## config.mk

```make
export PLATFORM = sky130hd
export DESIGN_NAME = mem_port_arbiter
export DESIGN_NICKNAME = d
export VERILOG_FILES = /design/src/rtl/mem_port_arbiter.sv
export SDC_FILE = /design/constraint.sdc
export NUM_CORES = 1
export LEC_CHECK = 0
export BUFFER_PORTS_ARGS = -buffer_cell sky130_fd_sc_hd__buf_2
export CORE_ASPECT_RATIO = 1.75
export CORE_MARGIN = 2
export CORE_UTILIZATION = 35
export CTS_CLUSTER_SIZE = 28
export DETAILED_ROUTE_END_ITERATION = 10
export GPL_TIMING_DRIVEN = 0
export PLACE_DENSITY = 0.66
export SLEW_MARGIN = 20
export SYNTH_ARGS = -nofsm -noshare
export SYNTH_HDL_FRONTEND = slang
export SYNTH_SLANG_ARGS = --single-unit
export TNS_END_PERCENT = 50
```

## constraint.sdc

```tcl
create_clock -name clk -period 4.75 [get_ports clk]
set_input_delay 0 -clock clk [delete_from_list [all_inputs] [get_ports clk]]
set_output_delay 0 -clock clk [all_outputs]
set_load 0.1 [all_outputs]
```

## src/rtl/mem_port_arbiter.sv

```systemverilog
// Single-port memory arbiter between instruction fetch and data access.
// Data requests win over fetch. Only one access is in flight, and a watchdog aborts any access that stalls.
module mem_port_arbiter #(
  parameter int TIMEOUT = 255
) (
  input  logic        clk,
  input  logic        rst,
  input  logic        if_req,
  input  logic [31:0] if_addr,
  output logic [31:0] if_rdata,
  output logic        if_valid,
  output logic        if_stall,
  input  logic        d_req,
  input  logic        d_we,
  input  logic [3:0]  d_be,
  input  logic [31:0] d_addr,
  input  logic [31:0] d_wdata,
  output logic [31:0] d_rdata,
  output logic        d_valid,
  output logic        d_stall,
  output logic        mem_req,
  output logic        mem_we,
  output logic [3:0]  mem_be,
  output logic [31:0] mem_addr,
  output logic [31:0] mem_wdata,
  input  logic [31:0] mem_rdata,
  input  logic        mem_ready,
  output logic        bus_err
);

  typedef enum logic [1:0] {IDLE, FETCH, DATA} state_t;

  localparam logic [9:0] TO = 10'(TIMEOUT);

  state_t     state, state_nxt;
  logic [9:0] cnt;
  logic       d_ok, f_ok, busy, done, abort;

  // A requester whose valid is pulsing this cycle is finished, not re-requesting.
  assign d_ok  = d_req & ~d_valid;
  assign f_ok  = if_req & ~if_valid;
  assign busy  = (state != IDLE);
  assign done  = busy & mem_ready;
  // The cycle in which the counter sits at TIMEOUT is the last chance for mem_ready.
  assign abort = busy & ~mem_ready & (cnt == TO);

  assign mem_req  = busy;
  assign if_stall = if_req & ~if_valid;
  assign d_stall  = d_req & ~d_valid;

  always_ff @(posedge clk) begin
    if (rst) state <= IDLE;
    else     state <= state_nxt;
  end

  always_comb begin
    state_nxt = state;
    case (state)
      IDLE: begin
        if (d_ok)      state_nxt = DATA;
        else if (f_ok) state_nxt = FETCH;
      end
      FETCH, DATA: begin
        if (done | abort) state_nxt = IDLE;
      end
      default: state_nxt = IDLE;
    endcase
  end

  always_ff @(posedge clk) begin
    if (rst) begin
      cnt       <= '0;
      mem_we    <= 1'b0;
      mem_be    <= '0;
      mem_addr  <= '0;
      mem_wdata <= '0;
      if_valid  <= 1'b0;
      d_valid   <= 1'b0;
      if_rdata  <= '0;
      d_rdata   <= '0;
      bus_err   <= 1'b0;
    end else begin
      if_valid <= 1'b0;
      d_valid  <= 1'b0;
      if (state == IDLE) begin
        cnt <= '0;
        if (d_ok) begin
          mem_we    <= d_we;
          mem_be    <= d_be;
          mem_addr  <= d_addr;
          mem_wdata <= d_wdata;
        end else if (f_ok) begin
          mem_we    <= 1'b0;
          mem_be    <= 4'hF;
          mem_addr  <= if_addr;
          mem_wdata <= '0;
        end
      end else if (done | abort) begin
        if (state == FETCH) begin
          if_valid <= 1'b1;
          if_rdata <= done ? mem_rdata : '0;
        end else begin
          d_valid <= 1'b1;
          d_rdata <= (done & ~mem_we) ? mem_rdata : '0;
        end
        if (abort) bus_err <= 1'b1;
      end else begin
        cnt <= cnt + 10'd1;
      end
    end
  end

endmodule

```

==> metrics.md <==
| Metric | Value |
|---|---|
| Post-CTS setup buffer count | `0` |
| Worst hold path class | `input pin to register` |
| Sequential element share of the synthesized area | `52.4%` |
| Number of core rows | `61` |
| VDD IR-drop max | `0.000343 V` |
| Nets | `1248` |
| Cell type with the highest occurrence count on the critical path | `buf_2` |
| GRT Overall Usage | `22.7%` |
| Wire length of the first global-routing pass | `31300 um` |
| Post-synthesis area per instance | `8.35 um2` |
| Placement-stage worst setup slack | `2.68 ns` |
| CTS tree | `built` |
| Area leader, netlist | `dfxtp_1` |
| I/O pin count | `277` |
| Detailed-route via count | `6541` |
| Number of register bits inferred by synthesis | `148` |
| RSZ-0062 raised after global routing | `no` |
| EDFF count, synth | `0` |
| Post-detailed-route DRC marker count | `0` |
| Number of design-rule violations left by the first detailed-router iteration | `228` |
| Fill cell instance count of the final layout | `1423` |
| Maximum single-stage delay on the critical path | `0.60 ns` |
| Starting utilization of the core area | `35.6%` |
| Post-cts hold buffer count | `135` |
| Footprint of the flip-flops and latches | `2960 um2` |
| Proportion of netlist area held by the largest area contributor | `52.4%` |
| Max-cap check violation count | `0` |
| Number of nets still failing antenna checks after routing | `0` |
| CTS-repair resized insts | `0` |
| Aggregate negative setup slack | `0 ns` |
| Achievable clock frequency | `0.405 GHz` |
| Slew HR | `56.5%` |
| Routed WL | `20200 um` |
| Number of port buffers | `276` |
| Asr flop ratio synth | `0%` |
| Post-route fraction of the period consumed by the critical path | `51.9%` |
| Max-slew violation count | `0` |
| Antenna diode count | `0` |
| Horizontal extent of the die | `100 um` |
| Worst Skew | `0.0120 ns` |
| Layout-stage area growth over the synthesis result | `62.4%` |
| Final count of hold timing violations | `0` |
| Pre-Repair DR Iteration Count | `4` |
| Number of H-tree branching levels | `4` |
| Leak | `4.19 nW` |
| Cell at the root of the clock tree | `clkbuf_16` |
| Clock-pin slew reported for the worst setup and hold paths after clock tree synthesis | `0.07 ns` |
| Final critical-path setup slack | `2.28 ns` |
| Clk sink count | `148` |
| Critical path class | `register to register` |
| Layout cell share with drive strength beyond 1 | `30.0%` |
| Pwr/cell area | `584 nW/um2` |
| Clock Tree Buf Depth | `2` |
| Clock buffers created by TritonCTS | `17` |
| Number of global-route vias before repair | `6502` |
| Number of nets in the synthesized netlist | `818` |
| GR Overflow Total | `0` |
| Initial antenna violation count | `0` |
| DP HPWL | `13800 um` |
| Multi-input gate area | `2410 um2` |
| Worst-Skew Late Latency | `0.41 ns` |
| Average routed wire per standard cell | `15.4 um` |
| Critical Path Fanout Max | `10` |
| Worst path slowest cell | `dlygate4sd3_1` |
| CP startpoint kind | `register` |
| CP cell instances | `inv_1 -> ha_1 -> buf_6 -> o21a_1 -> buf_2 -> buf_2 -> a311oi_1 -> dlygate4sd3_1` |
| Die extent in y | `172 um` |
| Crit path DAT | `2.76 ns` |
| Worst-Margin Slew | `0.652 ns` |
| Capturing element type of the critical path | `register` |
| Clock period minus worst slack | `2.47 ns` |
| Prevailing post-synth register cell | `dfxtp_1` |
| Buf+Inv Stages, Crit Path | `5` |
| Post-synthesis instance total | `677` |
| Outcome | `completed` |
| Number of distinct library cells after synthesis | `42` |
| Category of cells accounting for the largest share of critical-path delay | `buffers and inverters` |
| Vias/cell | `5.00` |
| Warning count from the yosys run | `0` |
| Overall die area | `17200 um2` |
| Final-report setup violation count | `0` |
| Routability-driven placement congestion ratio | `0.810` |
| Core outline area | `15900 um2` |
| Pin count of the biggest net entering global routing | `17` |
| Largest cells by area after synthesis | `dfxtp_1 (52%), nand2_1 (8.8%), a21oi_1 (6.0%)` |
| Post-synthesis instance area | `5650 um2` |
| Endpoint required time on the critical path | `5.04 ns` |
tightest hold or removal path, delay by kind of cell:
| family | cells | cell delay [ns] |
|---|---|---|
| buffers and inverters | 1 | 0.10 |
| AND/OR/NAND/NOR | 1 | 0.19 |
| AO/OA/AOI/OAI | 2 | 0.20 |
state kept, by name, indices dropped and copies added, names as in the netlist:
signal,count
mem_addr,32
state,2
d_rdata,32
mem_be,4
mem_wdata,32
if_valid,1
mem_we,1
if_rdata,32
d_valid,1
cnt,10
bus_err,1
cell usage after synthesis (3+ instances only):
cell type / instances
nand3_1: 4
a22oi_1: 33
o21ai_0: 48
buf_2: 20
ha_1: 3
nor2_1: 84
dfxtp_1: 148
nor3_1: 8
a21oi_1: 68
a311oi_1: 33
o21ai_1: 20
inv_1: 5
xnor2_1: 4
clkbuf_1: 31
nand2_1: 133
power breakdown:
part	total [mW]	switching [mW]	internal (mW)
registers	1.52	0.0915	1.43
logic	2.57	2.01	0.561
clock network	1.27	0.572	0.700
layout make-up:
type                    instances  share of cell area (%)
well taps                     189                    2.58
flip-flops and latches        148                    32.3
repair buffers                411                    29.8
clock buffers                  19                    4.83
clock inverters                13                    1.23
multi-input cells             467                    26.3
inverters                       6                   0.245
plain buffers                  56                    2.77
stage by stage:
| stage | util (%) | hold slack (ns) | total power [mW] | cells | instance area [um2] |
|---|---|---|---|---|---|
| finish | 57.8 | 0.141 | 5.36 | 1309 | 9180 |
| global route | 57.8 | 0.142 | 5.60 | 1309 | 9180 |
| CTS | 57.8 | 0.118 | 5.38 | 1309 | 9180 |
| detailed placement | 45.8 | 0.243 | 3.93 | 1142 | 7270 |
| global placement | 45.8 | 0.233 | 3.92 | 1142 | 7270 |
| floorplan | - | 0.136 | 3.46 | 677 | 5650 |
layout by cell type, fill, tap and decap left out, drive strengths merged:
cell type,instances
nand3,4
a311oi,33
a41o,2
nor4,2
ha,3
nand4,2
or3,1
nor3,9
o21a,1
xnor2,4
buf,301
and3,2
mux2i,1
or2b,1
a21oi,68
nor2b,2
a211oi,2
inv,14
clkbuf,50
or4,1
a31oi,3
nor4b,1
or2,1
nor3b,1
dlygate4sd3,135
o31ai,1
nand2,133
clkinvlp,5
a311o,1
nand2b,2
a22oi,33
nor2,84
dfxtp,148
and4,1
o21ai,68
worst paths after layout:
kind,to,slack [ns],cells after the start,from
worst max-delay path,mem_addr[23],2.28,8,state[1]
worst min-delay path,state[0],0.14,4,if_req
worst max register to register,mem_addr[23],2.28,8,state[1]
worst min register to register,state[1],0.47,2,state[1]
cells by family after synthesis:
family,count (synthesis),share of synthesized area [%]
xor gates and xnor gates,4,0.620
adders and majority gates,3,0.664
and+or+nand+nor,247,18.0
muxes,1,0.177
buffers and inverters,62,4.89
AOI/OAI and AO/OA,212,23.2
DFF,148,52.4
per-layer routing:
layer / share of wire, % / global-route usage [%]
met1: 37 / 23.2
met2: 56 / 44.1
met3: 4.3 / 4.20
met4: 3.1 / 9.95
met5: 0 / 0
(Power assumes the default switching activity.)
